===== src/rtl/mux4_rr_arbiter_pkg.sv =====
// Shared definitions for the 4-way round-robin mux arbiter: requester count,
// select width, FSM state encoding and a one-hot helper.
package mux4_rr_arbiter_pkg;

  localparam int NUM_REQ = 4;
  localparam int SEL_W   = 2;

  typedef enum logic {
    IDLE  = 1'b0,
    GRANT = 1'b1
  } state_t;

  function automatic logic [NUM_REQ-1:0] onehot(input logic [SEL_W-1:0] idx);
    return NUM_REQ'(1) << idx;
  endfunction

endpackage


===== src/rtl/mux4_rr_arbiter_pick.sv =====
// Combinational rotate-priority encoder: returns the first set bit of eff
// scanning ptr, ptr+1, ... with wrap-around.
module rr_pick4
  import mux4_rr_arbiter_pkg::*;
(
  input  logic [NUM_REQ-1:0] eff,
  input  logic [SEL_W-1:0]   ptr,
  output logic               found,
  output logic [SEL_W-1:0]   idx
);

  logic [SEL_W-1:0] cand;

  // Walk from the farthest offset down so the closest requester to ptr wins.
  always_comb begin
    found = 1'b0;
    idx   = ptr;
    cand  = ptr;
    for (int k = NUM_REQ - 1; k >= 0; k--) begin
      cand = ptr + SEL_W'(k);
      if (eff[cand]) begin
        found = 1'b1;
        idx   = cand;
      end
    end
  end

endmodule


===== src/rtl/mux4_rr_arbiter.sv =====
// Round-robin arbiter driving the select of a shared 4:1 mux. A grant is held
// until i_done, an abort (request dropped or masked) or the hold timeout.
module mux4_rr_arbiter
  import mux4_rr_arbiter_pkg::*;
#(
  parameter int MAX_HOLD = 16
) (
  input  logic               i_clk,
  input  logic               i_reset,
  input  logic [NUM_REQ-1:0] i_req,
  input  logic [NUM_REQ-1:0] i_mask,
  input  logic               i_done,
  output logic [SEL_W-1:0]   o_sel,
  output logic [NUM_REQ-1:0] o_gnt,
  output logic               o_busy,
  output logic               o_abort,
  output logic               o_timeout
);

  localparam int                CNT_W      = (MAX_HOLD == 0) ? 1 : $clog2(MAX_HOLD + 1);
  localparam logic [CNT_W-1:0]  HOLD_LAST  = CNT_W'((MAX_HOLD == 0) ? 0 : MAX_HOLD - 1);
  localparam logic              TIMEOUT_EN = (MAX_HOLD != 0);

  state_t             state;
  logic [SEL_W-1:0]   ptr;
  logic [CNT_W-1:0]   cnt;

  logic [NUM_REQ-1:0] eff;
  logic               in_grant;
  logic               rel_done;
  logic               rel_abort;
  logic               rel_timeout;
  logic               rel_any;
  logic [SEL_W-1:0]   pick_ptr;
  logic               found;
  logic [SEL_W-1:0]   idx;

  // Release causes are mutually exclusive by construction: done > abort > timeout.
  always_comb begin
    eff         = i_req & i_mask;
    in_grant    = (state == GRANT);
    rel_done    = in_grant && i_done;
    rel_abort   = in_grant && !i_done && !eff[o_sel];
    rel_timeout = in_grant && !i_done && eff[o_sel] && TIMEOUT_EN && (cnt == HOLD_LAST);
    rel_any     = rel_done || rel_abort || rel_timeout;
    pick_ptr    = in_grant ? (o_sel + 1'b1) : ptr;
  end

  // On release the encoder already sees the rotated pointer, so the next
  // winner is granted in the same edge and the old owner ranks last.
  rr_pick4 u_pick (
    .eff   (eff),
    .ptr   (pick_ptr),
    .found (found),
    .idx   (idx)
  );

  always_ff @(posedge i_clk or posedge i_reset) begin
    if (i_reset) begin
      state     <= IDLE;
      ptr       <= '0;
      cnt       <= '0;
      o_sel     <= '0;
      o_gnt     <= '0;
      o_busy    <= 1'b0;
      o_abort   <= 1'b0;
      o_timeout <= 1'b0;
    end else begin
      o_abort   <= 1'b0;
      o_timeout <= 1'b0;
      case (state)
        IDLE: begin
          if (found) begin
            state  <= GRANT;
            o_sel  <= idx;
            o_gnt  <= onehot(idx);
            o_busy <= 1'b1;
            cnt    <= '0;
          end
        end
        GRANT: begin
          if (rel_any) begin
            ptr       <= o_sel + 1'b1;
            o_abort   <= rel_abort;
            o_timeout <= rel_timeout;
            cnt       <= '0;
            if (found) begin
              o_sel <= idx;
              o_gnt <= onehot(idx);
            end else begin
              state  <= IDLE;
              o_gnt  <= '0;
              o_busy <= 1'b0;
            end
          end else if (cnt != '1) begin
            cnt <= cnt + 1'b1;
          end
        end
        default: state <= IDLE;
      endcase
    end
  end

endmodule


===== config.mk =====
export PLATFORM = sky130hd
export DESIGN_NAME = mux4_rr_arbiter
export DESIGN_NICKNAME = d
export VERILOG_FILES = /design/src/rtl/mux4_rr_arbiter_pkg.sv /design/src/rtl/mux4_rr_arbiter_pick.sv /design/src/rtl/mux4_rr_arbiter.sv
export SDC_FILE = /design/constraint.sdc
export NUM_CORES = 1
export LEC_CHECK = 0
export BUFFER_PORTS_ARGS = -buffer_cell sky130_fd_sc_hd__buf_2
export CORE_ASPECT_RATIO = 1.4
export CORE_UTILIZATION = 48
export DETAILED_ROUTE_END_ITERATION = 16
export GPL_ROUTABILITY_DRIVEN = 0
export PLACE_DENSITY = 0.78
export SETUP_SLACK_MARGIN = 0.02
export SKIP_LAST_GASP = 1
export SYNTH_ARGS = -nofsm -noshare
export SYNTH_HDL_FRONTEND = slang
export SYNTH_SLANG_ARGS = --single-unit

===== constraint.sdc =====
create_clock -name i_clk -period 2 [get_ports i_clk]
set_input_delay 0.3 -clock i_clk [delete_from_list [all_inputs] [get_ports i_clk]]
set_output_delay 0.3 -clock i_clk [all_outputs]
set_load 0.01 [all_outputs]

---- After elaboration in Yosys (flattened, before gate mapping) ----
Cells that the tools add are included.
storage, ports and cells
  flip-flop bits (word level) ............. 17
  input bits .............................. 11
  output and inout port bits .............. 9
  word-level logic and storage cells ...... 81
cells by class
  add/subtract/negate cells ............... 5
  order comparisons ....................... 5
  eq/ne operators ......................... 6
  shift operators ......................... 1
  mux-type cells .......................... 41
  bitwise logic cells ..................... 2
  reductions and logical operators ........ 13
operator list
  kind                                                        number
  2-to-1 mux 1 bit                                            18
  less-than comparator 2 x 3 -> 1 bit, second input constant  5
  2-to-1 mux 5 bit                                            3
  2-to-1 mux 2 bit                                            7
  2-to-1 mux 4 bit                                            3
  binary-select mux 1 bit (select 2 bit)                      5
  one-hot mux 5 bit (2 select lines)                          1
  one-hot mux 4 bit (2 select lines)                          1
  AND reduction 2 bit                                         3
  adder 5 x 1 -> 5 bit, second input constant                 1
  equality test 5 x 4 -> 1 bit, second input constant         1
  logical AND 1 bit                                           5
  inequality test 5 bit, second input constant                1
  adder 2 x 1 -> 2 bit, second input constant                 2
  adder 2 bit, second input constant                          2
  AND 4 bit                                                   1
  inequality test 2 bit, second input constant                2
  one-hot mux 1 bit (2 select lines)                          2
  one-hot mux 2 bit (2 select lines)                          1
  left shift 1 x 2 -> 4 bit, first input constant             1
  inequality test 3 x 1 -> 1 bit, second input constant       1
  AND reduction 3 bit                                         1
  zero test 1 bit                                             2
  logical OR 1 bit                                            2
  other kinds (2)                                             2

---- Depth between registers and ports, before layout ----
Gate-level depths: netlist of the first run.
  word-level depth ........................ 13
  mapped depth ............................ 7
  depth with buffers taken out ............ 7

---- Cells and area by module ----
From an unflattened synthesis of the first run, not the netlist that was laid out.
second synthesis, totals
  cell total of the unflattened synthesis .. 100
  area, all modules ....................... 1004.7 um2
by module, submodules not included
  module           times used  cells each  area each (um2)  seq. area each (um2)
  mux4_rr_arbiter  1           84          904.6            425.4
  rr_pick4         1           16          100.1            0.0

---- Least setup slack after synthesis of the first run ----
OpenSTA, ideal clock, no wires.
  path type ............................... register to register
  start ................................... register cnt[0]
  end ..................................... register cnt[3]
  library setup time ...................... 0.074 ns
  data arrival time ....................... 2.051 ns
  required time ........................... 1.926 ns
  path slack .............................. -0.125 ns
  stages on the path, launching flop included .. 8
  buffers on the path ..................... 0
  cells stage by stage .................... dfrtp_1 ha_1 and3_1 ha_1 or2_2 or3_1 or3_1 o21ai_2
on the way
  longest elaborated chain between the ends .. 5
  elaborated cells between the ends (all ways) .. 10
ends and longest elaborated chain
  what                                                                          line                   source
  start, declared                                                               mux4_rr_arbiter.sv:26  logic [CNT_W-1:0] cnt;
  start signal, assigned                                                        mux4_rr_arbiter.sv:96  cnt <= cnt + 1'b1;
  parallel branches: the longest is 5 deep, another holds adder 5 x 1 -> 5 bit  -
Parallel ways; which one is timed is not known. The select of a mux whose other input is x is not followed.
A chain may end at the register's enable or synchronous reset.

---- Final worst setup path of the first run ----
  start ................................... register cnt[1]
  end ..................................... register cnt[0]
on the way
  longest elaborated chain between the ends .. 5
  elaborated cells between the ends (all ways) .. 8
ends and longest elaborated chain
  what                                                                       line                   source
  equality test 5 x 4 -> 1 bit                                               mux4_rr_arbiter.sv:44  rel_timeout = in_grant && !i_done && eff[o_sel] && TIMEOUT_EN && (cnt == HOLD_LAST);
  logical AND 1 bit                                                          mux4_rr_arbiter.sv:44
  logical OR 1 bit                                                           mux4_rr_arbiter.sv:45  rel_any = rel_done || rel_abort || rel_timeout;
  2-to-1 mux 5 bit or inequality test 3 x 1 -> 1 bit (tied branches)         -
  one-hot mux 5 bit (2 select lines) or AND reduction 2 bit (tied branches)  -
Parallel ways exist; a longest one is shown, timed or not.

==> run_results.csv, run 1 <==
group,metric,value,unit
power,p_leak,0.628,nW
clock_network,cts_htree_levels,1,
synth,mappedNetlistArea,996,um^2
cells_and_area,antennaDiodeCount,0,
place,dpl_worst_slack,-0.0382,ns
clock_network,insertion_delay,0.28,ns
power,internal-power,0.845,mW
timing,worst_max_slew_pin_slew,0.649,ns
worst_setup_path,worst_r2r_startpoint,"cnt[1]",
routing,finalWirelength,2390,um
synth,yosysWarningCount,0,
synth,synth_seq_area_share,0.427,
cells_and_area,area_growth,30.5,%
place,port_buffers,19,
power,switchingPower,0.504,mW
synth,number_of_synthesized_flops_with_an_enable_pin,0,
synth,post_synthesis_register_bit_count,17,
cells_and_area,number_of_nets_in_the_final_layout,156,
synth,synthesis.instances,103,
place,placedInstanceArea,0.00124,mm^2
die,vertical_die_dimension,55.9,um
routing,routedWlPerCell,14.8,um
synth,yosys_most_used_dff,"sky130_fd_sc_hd__dfrtp_1",
routing,routed-via-count,931,
worst_setup_path,timing.critical_path.required,2.20,ns
power,power_per_cell_area,1040,mW/mm^2
routing,drtPass1Iterations,6,
synth,synthDistinctLibCells,39,
clock_network,cts-root-buf,"sky130_fd_sc_hd__clkbuf_4",
worst_setup_path,cp-end-kind,"flop",
global_routing,globalRouteTotalUtil,0.249,
synth,net_count_synth,118,
timing,slew_violations,0,
clock_network,cts-root-to-sink-buffers,2,
die,start_util,0.511,
synth,synth.avg_cell_area,9.67,um^2
die,chipWidth,40.5,um
clock_network,postCtsHoldBufs,0,
power,power.switching_fraction,0.374,
power,sequentialPowerShare,0.380,
job,maxCapViolations,0,
power,vdd_drop_max,0.000631,V
global_routing,grt_start_max_net_pins,18,
timing,period_needed,1.94,ns
die,rows,19,
timing,final-setup-viol-count,0,
die,floorplan.die_area,0.00226,mm^2
routing,viasPerCell,5.78,
clock_network,worst_setup_hold_path_clk_slew,0.10,ns
global_routing,grt_pass1_wl,3960,um
worst_setup_path,critical_path_arrival,2.15,ns
die,coreArea,0.00195,mm^2
timing,maxClockFrequency,514,MHz
timing,final_hold_viol_count,0,
cells_and_area,final_layout_size_suffix_gt1_frac,0.393,
clock_network,tritoncts_clock_tree,"built",
cells_and_area,design_area,0.00130,mm^2
clock_network,cts_sinks,17,
clock_network,cts_made_buffers,3,
worst_setup_path,crit_path_start_kind,"flop",
timing,grt_setup_unrepaired,"yes",
routing,drc,0,
routing,detail-route-antenna-nets,0,
timing,max-slew-margin-rel,0.567,
routing,initialDrtViolationCount,11,
die,pin_count,20,
power,pwr-share-clk,0.134,
worst_hold_path,min-delay-path-class,"primary input to asynchronous set/reset pin",
worst_setup_path,worstSetupPathType,"flop to flop",
timing,setup_slack,0.0557,ns
power,pwr-share-comb,0.487,
global_routing,number_of_global_route_vias_before_repair,968,
timing,timing.clock.skew,0.00826,ns
worst_setup_path,cp_startpoint,"cnt[1]",
place,hpwl,1880,um
global_routing,antenna_found_initial,0,
cells_and_area,layout.filler_cells,171,
worst_setup_path,worstPathMaxFanout,3,
global_routing,globalRouteOverflowTotal,0,
status,outcome,"completed",
timing,layout_worst_path_cycle_share,0.972,
synth,share_of_synthesized_flip_flops_with_an_asynchronous_set_or_reset,1.00,
-- power groups by stage --
stage	logic, mW	clock network [mW]	registers, mW
CTS	0.636	0.184	0.512
global route	0.723	0.199	0.526
floorplan	0.334	0	0.537
finish	0.656	0.180	0.512
global placement	0.608	0	0.512
detailed placement	0.627	0	0.518
-- state kept, by name, indices dropped and copies added (netlist names) --
name,flops
o_gnt,4
ptr,2
o_sel,2
o_busy,1
o_abort,1
o_timeout,1
cnt,5
in_grant,1
-- cell usage after synthesis (all sizes together), types with 2 or more instances --
| master | count | share of area |
|---|---|---|
| and2 | 2 | 0.013 |
| or2 | 3 | 0.019 |
| a21oi | 4 | 0.020 |
| dfrtp | 17 | 0.43 |
| nand2 | 11 | 0.044 |
| buf | 2 | 0.010 |
| and3b | 2 | 0.018 |
| o22ai | 4 | 0.025 |
| a31oi | 2 | 0.013 |
| mux2 | 2 | 0.023 |
| nand3 | 2 | 0.010 |
| o21ai | 7 | 0.039 |
| inv | 9 | 0.034 |
| nor2 | 2 | 0.0075 |
| nor3b | 2 | 0.015 |
| o31ai | 2 | 0.015 |
| nand2b | 4 | 0.025 |
| ha | 4 | 0.050 |
| or3 | 2 | 0.013 |
| o311ai | 2 | 0.018 |
| a22o | 3 | 0.026 |
-- per-stage QoR --
stage | utilization | setup TNS [ns] | cells | hold slack, ns | power, mW
floorplan | - | -0.00111 | 103 | 0.226 | 0.871
global placement | 0.637 | 0 | 156 | 0.404 | 1.12
detailed placement | 0.637 | -0.0576 | 156 | 0.416 | 1.14
CTS | 0.655 | 0 | 160 | 0.102 | 1.33
global route | 0.667 | -0.0172 | 161 | 0.143 | 1.45
finish | 0.667 | 0 | 161 | 0.0854 | 1.35
-- final timing paths --
| check | to | slack [ns] | cells after the start |
|---|---|---|---|
| max | cnt[0] | 0.06 | 7 |
| min | cnt[3] | 0.09 | 2 |
| max reg2reg | cnt[0] | 0.06 | 7 |
| min reg2reg | o_gnt[1] | 0.49 | 2 |
| max in group asynchronous | in_grant | 1.46 | 2 |
| min in group i_clk | o_abort | 0.20 | 2 |
-- repair_timing --
action	4_1_cts	5_1_grt
setup buffers	0	1
setup endpoints to repair	6	8
resized for setup	3	4
pin swaps	4	2
-- kinds of logic (layout without fill, tap and decap cells) --
logic type                 count (synthesis)  count (layout)  synth area share
AOI/OAI and AO/OA                         31              31             0.216
buffers and inverters                     11              48            0.0440
DFF                                       17              17             0.427
xor gates and xnor gates                   1               1           0.00880
and+or+nand+nor                           35              35             0.199
muxes                                      4               4            0.0553
adders and majority gates                  4               4            0.0503
-- placed cells by master, fill, tap and decap left out, drive strengths merged, types with 2 or more instances in the layout --
master / Yosys / routed
a21oi: 4 / 4
a22o: 3 / 3
a31oi: 2 / 2
and2: 2 / 2
and3b: 2 / 2
buf: 2 / 35
clkbuf: 0 / 4
dfrtp: 17 / 17
ha: 4 / 4
inv: 9 / 9
mux2: 2 / 2
nand2: 11 / 11
nand2b: 4 / 4
nand3: 2 / 2
nor2: 2 / 2
nor3b: 2 / 2
o21ai: 7 / 7
o22ai: 4 / 4
o311ai: 2 / 2
o31ai: 2 / 2
or2: 3 / 3
or3: 2 / 2
-- area by class of cell --
class                   count  area [um^2]  share of cell area
multi-input cells          75          572               0.440
flip-flops and latches     17          427               0.328
repair buffers             35          215               0.166
inverters                   9         33.8              0.0260
clock buffers               4         26.3              0.0202
well taps                  21         26.3              0.0202
-- per-layer routing --
layer | track usage | routed length [um]
met2 | 0.456 | 1360
met5 | 0 | 0
met1 | 0.267 | 941
met3 | 0.0400 | 42
met4 | 0.0714 | 41
-- critical path, stage by stage (launching register included) --
cell and delay (ns):
sky130_fd_sc_hd__dfrtp_1 0.40, sky130_fd_sc_hd__ha_2 0.19, sky130_fd_sc_hd__and3_4 0.16, sky130_fd_sc_hd__ha_4 0.16, sky130_fd_sc_hd__or2_4 0.23, sky130_fd_sc_hd__or3_4 0.34
sky130_fd_sc_hd__or2_4 0.26, sky130_fd_sc_hd__mux2i_1 0.14
Power figures use the tool's default switching activity.
==> run 2, diff against run 1 <==
- ABC_CLOCK_PERIOD_IN_PS: default -> 2000
- SYNTH_HIERARCHICAL: default -> 1
==> run 2 against run 1 <==
  * Wire length is 3.0% lower
  * Flip-flop and latch count stayed put
  * Sequential share of layout area is 0.46 points lower
  * Utilization is 0.34 points higher
  * Clock power is 2% higher
  * Power is 14% higher
  * Via count is 5.0% lower
  * Setup slack worse by 0.035 ns
  * Sequential power is 1% higher
  * Global-route usage is 1.7 points lower
==> run_results.csv, run 2 <==
group,metric,value,unit
routing,initialDrtViolationCount,23,
synth,synth.avg_cell_area,10.0,um^2
worst_setup_path,worstPathMaxFanout,6,
global_routing,globalRouteOverflowTotal,0,
timing,timing.clock.skew,0.000599,ns
global_routing,busiest_layer,"met2",
cells_and_area,area_growth,31.6,%
power,post-layout-total-power,1.53,mW
synth,synthesis.instances,100,
timing,period_needed,1.98,ns
die,vertical_die_dimension,56.1,um
place,port_buffers,19,
status,outcome,"completed",
routing,routedWlPerCell,14.6,um
power,p_leak,0.676,nW
global_routing,number_of_global_route_vias_before_repair,931,
clock_network,cts-root-buf,"sky130_fd_sc_hd__clkbuf_4",
timing,grt_setup_unrepaired,"yes",
die,coreArea,0.00197,mm^2
global_routing,grt_pass1_wl,3670,um
worst_setup_path,timing.critical_path.required,2.18,ns
routing,viasPerCell,5.56,
timing,worst_max_slew_pin_slew,0.654,ns
timing,final-setup-viol-count,0,
synth,mappedNetlistArea,0.00100,mm^2
timing,maxClockFrequency,505,MHz
global_routing,globalRouteTotalUtil,0.232,
clock_network,cts_sinks,17,
place,hpwl,1720,um
die,floorplan.die_area,0.00228,mm^2
cells_and_area,largest-register,"cnt",
synth,synth_seq_area_share,0.423,
cells_and_area,final_layout_size_suffix_gt1_frac,0.428,
synth,yosysTopAreaCellShare,0.423,
cells_and_area,layout_commonest_cell,"sky130_fd_sc_hd__buf_2",
global_routing,antenna_found_initial,0,
global_routing,gr-usage-met2,0.415,
synth,synthDistinctLibCells,34,
synth,xor_xnor_share_of_the_synthesized_area,0.00872,
synth,yosysWarningCount,6,
power,power_per_cell_area,1160,mW/mm^2
worst_hold_path,min-delay-path-class,"primary input to asynchronous set/reset pin",
timing,hold_ws,0.0816,ns
clock_network,insertion_delay,0.29,ns
timing,layout_worst_path_cycle_share,0.990,
cells_and_area,max_reg_flops,5,
synth,mux_cell_area_share_after_synthesis,0.101,
cells_and_area,commonest_cells_after_routing_fill_and_taps_aside,"sky130_fd_sc_hd__buf_2 (19), sky130_fd_sc_hd__inv_1 (17), sky130_fd_sc_hd__buf_4 (16)",
synth,netlist_top_cells_area,"sky130_fd_sc_hd__dfrtp_1 (42%), sky130_fd_sc_hd__inv_1 (6.4%), sky130_fd_sc_hd__ha_1 (5.0%)",
die,start_util,0.509,
synth,post_synthesis_register_bit_count,17,
clock_network,cts_htree_levels,1,
timing,final_hold_viol_count,0,
routing,drtPass1Iterations,4,
routing,finalWirelength,2310,um
cells_and_area,design_area,0.00132,mm^2
place,dpl_worst_slack,-0.0206,ns
clock_network,cts_made_buffers,3,
synth,synth_top_family_by_area,"compound AO/OA/AOI/OAI gates",
timing,max-slew-margin-rel,0.563,
die,rows,19,
synth,area_fraction_in_compound_gates_after_synthesis,0.179,
synth,share_of_synthesized_flip_flops_with_an_asynchronous_set_or_reset,1.00,
synth,yosys.area.top_type,"sky130_fd_sc_hd__dfrtp_1",
cells_and_area,instances_no_fill,159,
global_routing,grt_start_max_net_pins,18,
clock_network,postCtsHoldBufs,0,
routing,drc,0,
cells_and_area,antennaDiodeCount,0,
place,dp.cells,150,
worst_setup_path,critical_path_arrival,2.16,ns
global_routing,gr-usage-met3,0.0240,
synth,yosys.area_share.simple,0.163,
die,pin_count,20,
worst_setup_path,worstSetupPathType,"flop to flop",
worst_setup_path,cp-end-kind,"flop",
synth,net_count_synth,115,
die,chipWidth,40.7,um
cells_and_area,number_of_nets_in_the_final_layout,154,
place,placedInstanceArea,0.00121,mm^2
clock_network,worst_setup_hold_path_clk_slew,0.09,ns
power,vdd_drop_max,0.000790,V
synth,ys_top_cells_by_count,"sky130_fd_sc_hd__dfrtp_1 (17), sky130_fd_sc_hd__inv_1 (17), sky130_fd_sc_hd__nand2_1 (7), sky130_fd_sc_hd__nor2_1 (7)",
synth,synth_fa_ha_area_frac,0.0498,
cells_and_area,reg.largest.list,"cnt (5), o_gnt (4)",
clock_network,cts-root-to-sink-buffers,2,
routing,routed-via-count,884,
routing,detail-route-antenna-nets,0,
clock_network,tritoncts_clock_tree,"built",
worst_setup_path,crit_path_start_kind,"flop",
synth,number_of_synthesized_flops_with_an_enable_pin,0,
synth,yosys_most_used_dff,"sky130_fd_sc_hd__dfrtp_1",
timing,setup_slack,0.0205,ns
global_routing,grt_use_met1,0.247,
job,maxCapViolations,0,
timing,slew_violations,0,
run 2: changes by cell type after synthesis, sizes merged, moves of 2 or more:
| cell | before | now |
|---|---|---|
| or2 | 3 | 1 |
| a22o | 3 | 1 |
| inv | 9 | 17 |
| nor2 | 2 | 7 |
| mux2i | 1 | 3 |
| and2b | 1 | 3 |
| o311ai | 2 | 0 |
| nand2 | 11 | 7 |
| a32o | 1 | 4 |
| and2 | 2 | 0 |
| o21ai | 7 | 3 |
| or4 | 0 | 2 |
| nand3 | 2 | 0 |
run 2: what timing repair did:
action                                  CTS  global route
buffers inserted                          1             4
hold endpoints to repair                  0             0
endpoints found under the setup margin    6             7
pin swaps                                 0             2
resized for setup                         5             6
run 2: logic make-up after synthesis:
group,after synthesis
AO/OA/AOI/OAI,24
multiplexers,7
XOR/XNOR,1
buffers and inverters,18
flip-flops,17
adder cells (fa/ha/maj),4
AND/OR/NAND/NOR,29
run 2: metal layers:
layer | vias to the layer above | part of all wire
met3 | 4 | 0.038
met2 | 25 | 0.58
met1 | 421 | 0.36
met4 | 0 | 0.016
met5 | - | 0
li1 | 434 | -
run 2: worst max-delay path: stages (launching register included):
cell                      delay [ns]
sky130_fd_sc_hd__dfrtp_2        0.47
sky130_fd_sc_hd__xnor2_2        0.21
sky130_fd_sc_hd__a21oi_2        0.12
sky130_fd_sc_hd__and3b_1        0.18
sky130_fd_sc_hd__or4_1          0.48
sky130_fd_sc_hd__nand2_2        0.11
sky130_fd_sc_hd__inv_1          0.06
sky130_fd_sc_hd__a32o_1         0.24
run 2: cell type report:
class | instances | area, um^2
Fill cell | 166 | 651
Timing Repair Buffer | 35 | 215
Multi-Input combinational cell | 65 | 563
Clock buffer | 4 | 26.3
Inverter | 17 | 63.8
Sequential cell | 17 | 428
Tap cell | 21 | 26.3
run 2: report_power, final:
part / total [mW] / switching [mW] / internal, mW
clock: 0.184 / 0.106 / 0.0776
combinational: 0.831 / 0.391 / 0.440
sequential: 0.519 / 0.0758 / 0.444
run 2: path summary, 6_finish.rpt:
path                            cells after the start        to  slack (ns)  startpoint
worst max register to register                      7  o_gnt[0]        0.02    o_sel[0]
worst max-delay path                                7  o_gnt[0]        0.02    o_sel[0]
max in group asynchronous                           2  in_grant        1.46     i_reset
min in group i_clk                                  3   o_abort        0.36      i_done
worst min register to register                      1  o_gnt[3]        0.50    o_gnt[3]
worst min-delay path                                2  o_gnt[3]        0.08     i_reset
run 2: through the flow:
stage                     TNS (ns)   util
after CTS                        0  0.638
after global routing       -0.0205  0.670
after detailed placement   -0.0206  0.614
final                            0  0.670
after global placement    -0.00361  0.614
after floorplan                  0      -
==> run 3, diff against run 2 <==
- ABC_CLOCK_PERIOD_IN_PS: 2000 -> 1800
- SKIP_CTS_REPAIR_TIMING: default -> 1
- clock period: 2 -> 1.8 ns (I/O delays scaled with it)
==> run 3 against run 2 <==
  * First-iteration DRC count unchanged
  * Clock skew is 0.0041 ns higher
  * The flow now finishes with violations (negative setup slack)
  * Register-to-register slack got worse by 0.13 ns
  * Global-route usage up 0.93 points
  * Setup slack worse by 0.13 ns
==> run_results.csv, run 3 (synthesis results as in run 2) <==
group,metric,value,unit
status,outcome,"complete, but fails checks",
status,failed_checks,"negative setup slack",
power,power.switching_fraction,0.384,
die,pin_count,20,
clock_network,cts-root-buf,"sky130_fd_sc_hd__clkbuf_4",
worst_setup_path,crit_path_start_kind,"flop",
die,coreArea,0.00197,mm^2
cells_and_area,number_of_nets_in_the_final_layout,166,
timing,final-setup-viol-count,8,
cells_and_area,seq_area,428,um^2
timing,timing.clock.skew,0.00474,ns
timing,max-slew-margin-rel,0.546,
timing,hold_ws,0.0546,ns
routing,drc,0,
global_routing,grt_start_max_net_pins,18,
cells_and_area,reg.largest.list,"cnt (5), o_gnt (4)",
die,chipWidth,40.7,um
clock_network,cts_htree_levels,1,
worst_setup_path,regToRegEndpoint,"o_gnt[0]",
global_routing,globalRouteOverflowTotal,0,
job,maxCapViolations,0,
place,port_buffers,19,
power,internal-power,1.09,mW
cells_and_area,largest-register,"cnt",
cells_and_area,area_growth,46.2,%
timing,maxClockFrequency,523,MHz
cells_and_area,total_area_of_multi_input_combinational_cells,618,um^2
worst_setup_path,timing.reg2reg.setup_slack,-0.11,ns
place,placedInstanceArea,0.00133,mm^2
place,hpwl,1830,um
worst_hold_path,min-delay-path-class,"primary input to asynchronous set/reset pin",
power,vdd_drop_max,0.000874,V
routing,initialDrtViolationCount,23,
die,start_util,0.509,
global_routing,antenna_found_initial,0,
cells_and_area,design_area,0.00147,mm^2
clock_network,insertion_delay,0.30,ns
worst_setup_path,worstRegToRegCells,7,
worst_setup_path,worstPathMaxFanout,5,
power,pwr-share-comb,0.554,
cells_and_area,antennaDiodeCount,0,
global_routing,number_of_global_route_vias_before_repair,914,
power,switchingPower,0.680,mW
timing,layout_worst_path_cycle_share,1.06,
global_routing,globalRouteTotalUtil,0.241,
cells_and_area,max_reg_flops,5,
clock_network,cts_made_buffers,3,
timing,worst_max_slew_pin_slew,0.681,ns
cells_and_area,commonest_cells_after_routing_fill_and_taps_aside,"sky130_fd_sc_hd__buf_4 (28), sky130_fd_sc_hd__buf_2 (19), sky130_fd_sc_hd__dfrtp_1 (15)",
worst_setup_path,cp-end-kind,"flop",
routing,routed-via-count,948,
cells_and_area,layout_commonest_cell,"sky130_fd_sc_hd__buf_4",
clock_network,cts_sinks,17,
clock_network,tritoncts_clock_tree,"built",
power,pwr-share-clk,0.120,
worst_setup_path,worst_r2r_startpoint,"o_sel[0]",
worst_setup_path,worstSetupPathType,"flop to flop",
routing,detail-route-antenna-nets,0,
timing,slew_violations,0,
timing,period_needed,1.91,ns
worst_setup_path,timing.critical_path.required,1.99,ns
routing,finalWirelength,2600,um
power,sequentialPowerShare,0.326,
place,dpl_worst_slack,-0.145,ns
worst_setup_path,critical_path_arrival,2.11,ns
power,power_per_cell_area,1200,mW/mm^2
timing,final_hold_viol_count,0,
clock_network,worst_setup_hold_path_clk_slew,0.11,ns
die,rows,19,
clock_network,cts-root-to-sink-buffers,2,
timing,setup_slack,-0.113,ns
global_routing,grt_pass1_wl,3810,um
routing,drtPass1Iterations,4,
routing,viasPerCell,5.54,
cells_and_area,layout.filler_cells,146,
die,floorplan.die_area,0.00228,mm^2
die,vertical_die_dimension,56.1,um
cells_and_area,final_layout_size_suffix_gt1_frac,0.567,
routing,routedWlPerCell,15.2,um
power,p_leak,0.746,nW
timing,grt_setup_unrepaired,"yes",
run 3: cell count changes in the layout (fill, tap and decap cells not counted), sizes merged:
| cell | change |
|---|---|
| clkinv | +1 |
| buf | +12 |
| clkbuf | -1 |
run 3: layout make-up:
class / instances / area share
Inverter: 17 / 0.0434
Multi-Input combinational cell: 65 / 0.421
Clock inverter: 1 / 0.00341
Sequential cell: 17 / 0.291
Timing Repair Buffer: 47 / 0.208
Tap cell: 21 / 0.0179
Clock buffer: 3 / 0.0153
run 3: worst max-delay path, cell delays in order, from the launching register on:
cell and delay (ns):
sky130_fd_sc_hd__dfrtp_2 0.47, sky130_fd_sc_hd__xnor2_2 0.21, sky130_fd_sc_hd__a21oi_2 0.11, sky130_fd_sc_hd__and3b_1 0.20
sky130_fd_sc_hd__or4_4 0.49, sky130_fd_sc_hd__nand2_4 0.09, sky130_fd_sc_hd__inv_2 0.04, sky130_fd_sc_hd__a32o_1 0.21
run 3: power groups by stage:
stage	Combinational [mW]	Clock, mW	Sequential (mW)
floorplan	0.488	0	0.605
global placement	0.785	0	0.577
detailed placement	0.816	0	0.582
CTS	0.816	0.214	0.576
global route	1.05	0.235	0.592
finish	0.980	0.213	0.576
run 3: metrics by stage:
stage | total power [mW] | setup TNS [ns] | util | instances
2_1_floorplan | 1.09 | -0.342 | - | 100
3_3_place_gp | 1.36 | -0.356 | 0.673 | 162
3_5_place_dp | 1.40 | -0.929 | 0.673 | 162
4_1_cts | 1.61 | -1.20 | 0.687 | 166
5_1_grt | 1.88 | -1.06 | 0.744 | 171
6_report | 1.77 | -0.592 | 0.744 | 171
run 3: how the worst max path moves through the flow:
| stage | from | end | slack, ns | cells past startpoint |
|---|---|---|---|---|
| finish | o_sel[0] | o_gnt[0] | -0.11 | 7 |
| global route | o_sel[0] | o_gnt[1] | -0.16 | 7 |
| CTS | o_sel[0] | cnt[4] | -0.16 | 4 |
| detailed placement | o_sel[0] | cnt[4] | -0.15 | 4 |
| global placement | o_sel[0] | ptr[0] | -0.07 | 4 |
| floorplan | o_sel[0] | o_gnt[0] | -0.1 | 8 |
run 3: per-layer routing:
layer	global-route usage	up-vias	part of all wire
li1	-	462	-
met1	0.274	464	0.40
met2	0.417	18	0.57
met3	0.0480	4	0.023
met4	0.0810	0	0.010
met5	0	-	0
